### src/rtl/pipe_stall_ctrl_pkg.sv
// Shared types and constants for the pipeline stall scheduler: stall-bus patterns,
// divider FSM state encoding and the priority helper that builds the stall bus.
package pipe_stall_ctrl_pkg;

    localparam int STALL_BUS_W  = 6;
    localparam int STALL_EX_BIT = 3;

    typedef logic [STALL_BUS_W-1:0] stall_bus_t;

    localparam logic NO_STOP = 1'b0;

    // Each pattern freezes stage k and everything upstream; stage k+1 takes a bubble.
    localparam stall_bus_t STALL_NONE = 6'b000000;
    localparam stall_bus_t STALL_ID   = 6'b000111;
    localparam stall_bus_t STALL_DIV  = 6'b001111;
    localparam stall_bus_t STALL_MEM  = 6'b011111;

    typedef enum logic [1:0] {
        ST_IDLE = 2'd0,
        ST_RUN  = 2'd1,
        ST_DONE = 2'd2
    } div_state_t;

    // Deepest requester wins.
    function automatic stall_bus_t stall_pattern(input logic mem_req,
                                                 input logic div_req,
                                                 input logic id_req);
        stall_bus_t pat;
        if (mem_req)      pat = STALL_MEM;
        else if (div_req) pat = STALL_DIV;
        else if (id_req)  pat = STALL_ID;
        else              pat = STALL_NONE;
        return pat;
    endfunction

endpackage

### src/rtl/pipe_stall_ctrl_if.sv
// Pipeline-side bundle of the stall scheduler: hazard/divider/memory requests in,
// stall bus, divider handshake pulses and debug counters out.
interface pipe_stall_ctrl_if
    import pipe_stall_ctrl_pkg::*;
#(
    parameter int STALL_W = STALL_BUS_W,
    parameter int CNT_W   = 32
);
    logic               stallreq_id;
    logic               ex_div_req;
    logic               div_ready;
    logic               mem_wait;
    logic [STALL_W-1:0] stall;
    logic               div_start;
    logic               div_annul;
    logic               div_done;
    logic               div_err;
    logic [CNT_W-1:0]   stall_cycles;
    logic [CNT_W-1:0]   div_count;

    modport master (
        output stallreq_id, ex_div_req, div_ready, mem_wait,
        input  stall, div_start, div_annul, div_done, div_err,
               stall_cycles, div_count
    );

    modport slave (
        input  stallreq_id, ex_div_req, div_ready, mem_wait,
        output stall, div_start, div_annul, div_done, div_err,
               stall_cycles, div_count
    );
endinterface

### src/rtl/pipe_stall_ctrl_sat_counter.sv
// Up-counter that sticks at all-ones instead of wrapping.
module sat_counter #(
    parameter int W = 32
) (
    input  logic         clk,
    input  logic         rst,
    input  logic         inc,
    output logic [W-1:0] cnt
);
    logic [W-1:0] cnt_reg;

    always_ff @(posedge clk) begin
        if (rst) begin
            cnt_reg <= '0;
        end else if (inc && (cnt_reg != '1)) begin
            cnt_reg <= cnt_reg + 1'b1;
        end
    end

    assign cnt = cnt_reg;
endmodule

### src/rtl/pipe_stall_ctrl.sv
// Central stall scheduler: merges load-use, divider and data-SRAM stalls into the
// shared stall bus and sequences the multi-cycle divider with a timeout.
module pipe_stall_ctrl
    import pipe_stall_ctrl_pkg::*;
#(
    parameter int STALL_W = 6,
    parameter int DIV_TMO = 40,
    parameter int CNT_W   = 32
) (
    input  logic             clk,
    input  logic             rst,
    pipe_stall_ctrl_if.slave bus
);
    localparam int TMO_W = $clog2(DIV_TMO + 1);
    localparam logic [TMO_W-1:0] TMO_LAST = TMO_W'(DIV_TMO - 1);

    div_state_t       state_reg;
    logic [TMO_W-1:0] tmo_reg;
    logic             div_err_reg;

    logic       div_hold;
    logic       start_now;
    logic       ready_hit;
    logic       tmo_hit;
    stall_bus_t stall_now;

    logic [CNT_W-1:0] stall_cnt;
    logic [CNT_W-1:0] div_cnt;

    // Everything here is same-cycle so an ID hazard freezes the front end immediately.
    always_comb begin
        div_hold  = 1'b0;
        start_now = 1'b0;
        ready_hit = 1'b0;
        tmo_hit   = 1'b0;
        stall_now = STALL_NONE;
        if (!rst) begin
            div_hold  = ((state_reg == ST_IDLE) && bus.ex_div_req) || (state_reg == ST_RUN);
            start_now = (state_reg == ST_IDLE) && bus.ex_div_req && !bus.mem_wait;
            ready_hit = (state_reg == ST_RUN) && bus.div_ready;
            tmo_hit   = (state_reg == ST_RUN) && !bus.div_ready && (tmo_reg == TMO_LAST);
            stall_now = stall_pattern(bus.mem_wait, div_hold, bus.stallreq_id);
        end
    end

    always_ff @(posedge clk) begin
        if (rst) begin
            state_reg   <= ST_IDLE;
            tmo_reg     <= '0;
            div_err_reg <= 1'b0;
        end else begin
            case (state_reg)
                ST_IDLE: begin
                    if (start_now) begin
                        tmo_reg   <= '0;
                        state_reg <= ST_RUN;
                    end
                end
                ST_RUN: begin
                    tmo_reg <= tmo_reg + 1'b1;
                    if (ready_hit) begin
                        state_reg <= ST_DONE;
                    end else if (tmo_hit) begin
                        div_err_reg <= 1'b1;
                        state_reg   <= ST_DONE;
                    end
                end
                ST_DONE: begin
                    // The div stays in EX while MEM holds; waiting here stops a restart of it.
                    if (stall_now[STALL_EX_BIT] == NO_STOP) begin
                        state_reg <= ST_IDLE;
                    end
                end
                default: state_reg <= ST_IDLE;
            endcase
        end
    end

    genvar gi;
    generate
        for (gi = 0; gi < STALL_W; gi++) begin : g_stall
            if (gi < STALL_BUS_W) begin : g_bit
                assign bus.stall[gi] = stall_now[gi];
            end else begin : g_pad
                assign bus.stall[gi] = NO_STOP;
            end
        end
    endgenerate

    assign bus.div_start = start_now;
    assign bus.div_annul = tmo_hit;
    assign bus.div_done  = ready_hit | tmo_hit;
    assign bus.div_err   = div_err_reg;

    sat_counter #(.W(CNT_W)) u_stall_cnt (
        .clk (clk),
        .rst (rst),
        .inc (stall_now != STALL_NONE),
        .cnt (stall_cnt)
    );

    // Only divides that actually returned a result count; timeouts do not.
    sat_counter #(.W(CNT_W)) u_div_cnt (
        .clk (clk),
        .rst (rst),
        .inc (ready_hit),
        .cnt (div_cnt)
    );

    assign bus.stall_cycles = stall_cnt;
    assign bus.div_count    = div_cnt;
endmodule
### src/flat_wrapper.sv
// flat-port wrapper written by rule: the top's interface ports become plain ports
module pipe_stall_ctrl_flat import pipe_stall_ctrl_pkg::*;
#(
    parameter int STALL_W = 6,
    parameter int DIV_TMO = 40,
    parameter int CNT_W   = 32
)
  (clk, rst, bus_stallreq_id, bus_ex_div_req, bus_div_ready, bus_mem_wait, bus_stall, bus_div_start, bus_div_annul, bus_div_done, bus_div_err, bus_stall_cycles, bus_div_count);
  pipe_stall_ctrl_if #(.STALL_W(STALL_W), .CNT_W(CNT_W)) bus_i ();
  input  logic clk;
  input  logic rst;
  input wire logic [$bits(bus_i.stallreq_id)-1:0] bus_stallreq_id;
  input wire logic [$bits(bus_i.ex_div_req)-1:0] bus_ex_div_req;
  input wire logic [$bits(bus_i.div_ready)-1:0] bus_div_ready;
  input wire logic [$bits(bus_i.mem_wait)-1:0] bus_mem_wait;
  output wire logic [$bits(bus_i.stall)-1:0] bus_stall;
  output wire logic [$bits(bus_i.div_start)-1:0] bus_div_start;
  output wire logic [$bits(bus_i.div_annul)-1:0] bus_div_annul;
  output wire logic [$bits(bus_i.div_done)-1:0] bus_div_done;
  output wire logic [$bits(bus_i.div_err)-1:0] bus_div_err;
  output wire logic [$bits(bus_i.stall_cycles)-1:0] bus_stall_cycles;
  output wire logic [$bits(bus_i.div_count)-1:0] bus_div_count;
  assign bus_i.stallreq_id = bus_stallreq_id;
  assign bus_i.ex_div_req = bus_ex_div_req;
  assign bus_i.div_ready = bus_div_ready;
  assign bus_i.mem_wait = bus_mem_wait;
  assign bus_stall = bus_i.stall;
  assign bus_div_start = bus_i.div_start;
  assign bus_div_annul = bus_i.div_annul;
  assign bus_div_done = bus_i.div_done;
  assign bus_div_err = bus_i.div_err;
  assign bus_stall_cycles = bus_i.stall_cycles;
  assign bus_div_count = bus_i.div_count;
  pipe_stall_ctrl #(.STALL_W(STALL_W), .DIV_TMO(DIV_TMO), .CNT_W(CNT_W)) u_core (.clk(clk), .rst(rst), .bus(bus_i));
endmodule
### config.mk
export PLATFORM = sky130hd
export DESIGN_NAME = pipe_stall_ctrl_flat
export DESIGN_NICKNAME = d
export VERILOG_FILES = /design/src/rtl/pipe_stall_ctrl_pkg.sv /design/src/rtl/pipe_stall_ctrl_if.sv /design/src/rtl/pipe_stall_ctrl_sat_counter.sv /design/src/rtl/pipe_stall_ctrl.sv /design/src/flat_wrapper.sv
export SDC_FILE = /design/constraint.sdc
export NUM_CORES = 1
export LEC_CHECK = 0
export BUFFER_PORTS_ARGS = -buffer_cell sky130_fd_sc_hd__clkbuf_2
export CAP_MARGIN = 10
export CORE_UTILIZATION = 50
export CTS_CLUSTER_DIAMETER = 200
export CTS_CLUSTER_SIZE = 24
export DETAILED_ROUTE_END_ITERATION = 10
export PLACE_DENSITY = 0.7
export SLEW_MARGIN = 30
export SYNTH_ARGS = -nofsm -noshare
export SYNTH_HDL_FRONTEND = slang
export SYNTH_SLANG_ARGS = --single-unit
### constraint.sdc
create_clock -name clk -period 2.6 [get_ports clk]
set_clock_uncertainty 0.05 [all_clocks]
set_input_delay 0.26 -clock clk [delete_from_list [all_inputs] [get_ports clk]]
set_output_delay 0.26 -clock clk [all_outputs]
set_load 0.02 [all_outputs]
==> results.yml, run 1 <==
clock_tree:
  cts_buffers: 9
  clk-insertion-delay-late_ps: 350
  clock_path_buffers: 2
  post_cts_resized: 0
  htreeDepth: 3
  cts-root-buf: "clkbuf_8"
  clkTransAtPathRegs_ps: 80
  hold_buffers: 0
  cts_tree: "built"
  numClockSinks: 73
  post_cts_buffers: 0
routing:
  vias_per_cell: 6.00
  ant_nets: 0
  vias: 3808
  drc: 0
  first_pass_iters: 4
  drt_iter0_drc: 215
  wl_per_cell_um: 14.8
  drt_wl_total_mm: 9.43
hold_path:
  hold_path.class: "in2reg"
cells_and_area:
  multi_input_area_um2: 2100
  layout.nets: 540
  final_core_util_pct: 61.7
  syn2layout_area_growth_pct: 19.5
  diodes: 0
  drive_gt1_share_pct: 23.9
  final-seq-area_um2: 1460
  num-fill-cells: 682
floorplan:
  die_w_um: 88.4
  dieArea_um2: 7810
  dieHeight_um: 88.4
  rows: 31
  core_um2: 7210
  num_io_pins: 80
  start_util_pct: 51.7
timing:
  fmax_ghz: 0.412
  worst_slew_margin_rel_pct: 65.4
  slew_viol_final: 0
  finalHoldViolCount: 0
  setup_viol: 0
  period_share_pct: 93.3
  period_needed_ps: 2420
  rsz0062_at_grt: "no"
  worst_pin_slew_ps: 517
  finalWorstSetupSlack_ps: 175
  tns_ps: 0
placed_design:
  post-place-ws_ps: 218
  post-dp-hpwl_mm: 6.63
  gp_congestion: 0.853
  portBuffers: 78
grt:
  grt-busiest-layer: "met2"
  grt_pass1_vias: 3233
  grt_util_met1_pct: 32.4
  grt_pass1_wl_mm: 14.9
  grt_use_met3_pct: 4.38
  met2_usage_pct: 39.0
  grt_remaining_overflow: 0
  grt_max_degree: 43
  antenna_found_initial: 0
  grt_use_total_pct: 24.0
setup_path:
  end_kind: "flip-flop"
  crit_path_start_kind: "flip-flop"
  arrival_ps: 2590
  worstPathMaxFanout: 9
  worstPathRequired_ps: 2770
  cpPeakStageDelay_ps: 570
  slowest_stage: "or4_4"
  criticalPathCategory: "reg2reg"
  cp_cell_sequence: "nand4bb_4 > or3_4 > or4_4 > a2111oi_0 > nor3_1"
yosys:
  synth_cell_types: 48
  syn-cell-area_um2: 3730
  syn_inst: 452
  synth-seq-cells: 73
  ys_seq_area_share_pct: 39.2
  syn_nets: 461
  yosysWarnings: 0
  avgSynthCellArea_um2: 8.25
power:
  powerDensity_nw_per_um2: 493
  finalPower_uw: 2200
  leakage_uw: 0.00155
  ir_worst_vdd_uv: 258
flow_run:
  max-cap-violations: 0
status:
  status: "completed"
power breakdown:
| group | internal (µW) | switching, µW |
|---|---|---|
| Sequential | 1130 | 11.7 |
| Clock | 521 | 436 |
| Combinational | 34.5 | 69.4 |
cell usage after synthesis, drive strengths merged:
cell type | instances | area (µm²)
a2111oi | 1 | 8.76
a211oi | 1 | 7.51
a21oi | 52 | 260
a31o | 1 | 8.76
a31oi | 1 | 6.26
a41oi | 1 | 8.76
and2 | 5 | 31.3
and3 | 6 | 37.5
and3b | 1 | 8.76
and4 | 7 | 61.3
and4bb | 1 | 12.5
buf | 9 | 52.6
clkbuf | 15 | 56.3
conb | 1 | 3.75
dfxtp | 73 | 1460
ha | 3 | 37.5
inv | 15 | 56.3
mux2 | 5 | 56.3
mux2i | 1 | 10.0
nand2 | 27 | 101
nand2b | 2 | 12.5
nand3 | 24 | 125
nand3b | 1 | 7.51
nand4 | 22 | 138
nand4b | 1 | 8.76
nand4bb | 1 | 27.5
nor2 | 22 | 82.6
nor2b | 5 | 31.3
nor3 | 11 | 55.1
nor4 | 5 | 37.5
nor4b | 1 | 8.76
o211ai | 2 | 15.0
o21ai | 29 | 145
o21ba | 1 | 10.0
o311ai | 5 | 43.8
o31ai | 24 | 180
o41ai | 6 | 52.6
or2 | 5 | 31.3
or3 | 29 | 191
or4 | 24 | 184
or4b | 1 | 10.0
xnor2 | 1 | 8.76
xor2 | 4 | 35.0
cell usage in the layout (no fill, tap or decap), types with 2 or more instances in the layout:
cell type / count
a21oi_1: 52
and2_1: 5
and3_1: 6
and4_1: 7
buf_4: 14
clkbuf_2: 78
clkbuf_8: 12
clkinvlp_4: 2
dfxtp_1: 73
ha_1: 3
inv_1: 15
mux2_2: 5
nand2_1: 27
nand2b_1: 2
nand3_1: 23
nand4_1: 22
nor2_1: 22
nor2b_1: 5
nor3_1: 11
nor4_1: 4
o211ai_1: 2
o21ai_0: 29
o311ai_0: 5
o31ai_1: 24
o41ai_1: 6
or2_2: 5
or3_1: 27
or3_4: 2
or4_1: 23
xor2_1: 4
cells by family after synthesis:
| kind of cell | synth area share, % |
|---|---|
| compound gates | 20.0 |
| other cells | 0.101 |
| flops | 39.2 |
| simple gates | 32.3 |
| fa+ha+maj | 1.01 |
| buf+inv | 4.43 |
| mux | 1.78 |
| xor+xnor | 1.17 |
through the flow:
stage / instance area (µm²) / cells / hold slack (ps)
floorplan: 3730 / 452 / 410
global placement: 4240 / 619 / 404
detailed placement: 4240 / 619 / 410
CTS: 4450 / 635 / 201
global route: 4450 / 635 / 233
finish: 4450 / 635 / 207
worst paths after layout:
| check | slack (ps) | cells past startpoint | to | startpoint |
|---|---|---|---|---|
| min reg2reg | 430 | 2 | u_core.bus.div_err | u_core.bus.div_err |
| max reg2reg | 180 | 5 | u_core.u_div_cnt.cnt[31] | u_core.state_reg[0] |
| min | 210 | 3 | u_core.state_reg[0] | rst |
| max | 180 | 5 | u_core.u_div_cnt.cnt[31] | u_core.state_reg[0] |
per-layer routing:
metal  vias to the layer above  wire length (µm)
met5                         -                 0
met4                         0                40
met3                         5               416
met1                      1827              4400
li1                       1890                 -
met2                        86              4570
layout make-up:
cell class,instances,share of cell area [%]
Inverter,15,1.26
Clock inverter,4,1.12
Multi-Input combinational cell,340,47.2
Sequential cell,73,32.8
Clock buffer,12,3.71
Tap cell,99,2.78
Timing Repair Buffer,92,11.1
worst max-delay path: cells and delay by family, from the launching register on:
family / cells / cell delay [ps]
flops: 1 / 510
simple gates: 4 / 1280
compound gates: 1 / 440
Note: power is estimated with default switching activity, not from simulation.
==> run 2, diff against run 1 <==
CORE_MARGIN = 2   (was default)
==> run 2 against run 1 <==
Against the previous run: worst setup slack better by 40 ps; worst hold slack better by 41 ps; cell count fell by 0.31%; sequential power about the same; utilization fell by 0.17 points; critical path depth up 1; register-to-register slack improved by 40 ps; critical path type unchanged; critical endpoint is now u_core.u_div_cnt.cnt[18].
==> results.yml, run 2 (synthesis results as in run 1) <==
cells_and_area:
  most-common-layout-cells: "clkbuf_2 (78), dfxtp_1 (73), a21oi_1 (52), o21ai_0 (29)"
  syn2layout_area_growth_pct: 19.8
  final_core_util_pct: 61.6
  layout.nets: 539
  multi_input_area_um2: 2110
  final-seq-area_um2: 1460
  layout_commonest_cell: "clkbuf_2"
  num-fill-cells: 661
  diodes: 0
  drive_gt1_share_pct: 23.6
setup_path:
  criticalPathCategory: "reg2reg"
  crit_buf_inv: 1
  cpPeakStageDelay_ps: 680
  crit_path_start_kind: "flip-flop"
  slowest_stage: "or4_1"
  cp_cell_sequence: "ha_1 > inv_1 > or4_1 > o211ai_1 > or3_1 > a21oi_1"
  crit_family: "simple AND/OR/NAND/NOR gates"
  worstPathMaxFanout: 8
  worstPathRequired_ps: 2750
  end_kind: "flip-flop"
  arrival_ps: 2540
routing:
  vias: 3758
  ant_nets: 0
  drt_iter0_drc: 239
  drt_wl_total_mm: 9.10
  vias_per_cell: 5.94
  first_pass_iters: 4
  wl_per_cell_um: 14.4
  drc: 0
flow_run:
  max-cap-violations: 0
clock_tree:
  clkTransAtPathRegs_ps: 80
  post_cts_buffers: 0
  hold_buffers: 0
  htreeDepth: 3
  post_cts_resized: 0
  cts-root-buf: "clkbuf_8"
  cts_buffers: 9
  clock_path_buffers: 2
  clk-insertion-delay-late_ps: 340
  numClockSinks: 73
  cts_tree: "built"
timing:
  rsz0062_at_grt: "no"
  fmax_ghz: 0.419
  slew_viol_final: 0
  worst_pin_slew_ps: 552
  finalHoldViolCount: 0
  tns_ps: 0
  worst_slew_margin_rel_pct: 63.1
  hold_slack_ps: 248
  period_share_pct: 91.7
  period_needed_ps: 2380
  setup_viol: 0
power:
  internal-power_uw: 1770
  p_clk_share_pct: 45.2
  p_comb_share_pct: 4.6
  swShare_pct: 21.6
  leakage_uw: 0.00156
  pwr-share-seq_pct: 50.2
  powerDensity_nw_per_um2: 507
  ir_worst_vdd_uv: 325
  finalPower_uw: 2260
  p_switching_uw: 488
hold_path:
  hold_path.class: "in2reg"
floorplan:
  die_w_um: 90.4
  dieHeight_um: 90.4
  start_util_pct: 51.4
  core_um2: 7250
  dieArea_um2: 8160
  rows: 31
  num_io_pins: 80
placed_design:
  portBuffers: 78
  gp_congestion: 0.822
  post-dp-hpwl_mm: 6.37
grt:
  grt_max_degree: 50
  grt_use_total_pct: 22.5
  grt_remaining_overflow: 0
  grt_pass1_vias: 3398
  antenna_found_initial: 0
  grt_pass1_wl_mm: 15.6
status:
  status: "completed"
-- run 2: cell type report --
type / instances / area share (%)
clock inverter: 2 / 1.34
timing repair buffer: 91 / 10.9
tap: 99 / 2.77
sequential: 73 / 32.7
inverter: 15 / 1.26
clock buffer: 13 / 3.78
multi-input combinational: 340 / 47.2
-- run 2: metal layers --
layer,vias to the layer above,part of all wire (%),GRT usage (%)
li1,1899,-,-
met1,1755,49,31.0
met2,96,46,36.0
met3,8,4.7,3.51
met4,0,1.1,7.69
met5,-,0,0
-- run 2: worst paths after layout --
| path | start | end | slack, ps | cells past startpoint |
|---|---|---|---|---|
| max | u_core.u_div_cnt.cnt[1] | u_core.u_div_cnt.cnt[18] | 220 | 6 |
| min | rst | u_core.tmo_reg[2] | 250 | 3 |
| max reg2reg | u_core.u_div_cnt.cnt[1] | u_core.u_div_cnt.cnt[18] | 220 | 6 |
| min reg2reg | u_core.bus.div_err | u_core.bus.div_err | 430 | 2 |
-- run 2: tightest hold or removal path, cell delays in order --
cell and delay, ps:
clkbuf_2 110, buf_4 170, a21oi_1 50
-- run 2: stage by stage --
step | std cells | worst slack [ps] | cell area (µm²)
3_5_place_dp | 618 | 244 | 4230
6_report | 633 | 215 | 4470
4_1_cts | 633 | 192 | 4460
5_1_grt | 633 | 28.3 | 4470
3_3_place_gp | 618 | 339 | 4230
2_1_floorplan | 452 | 313 | 3730
-- run 2: power groups by stage --
stage               sequential (µW)  combinational [µW]  clock, µW
floorplan                      1170                67.8          0
global placement               1160                 101          0
detailed placement             1160                 103          0
CTS                            1140                 103       1040
global route                   1140                 114       1080
finish                         1140                 103       1020
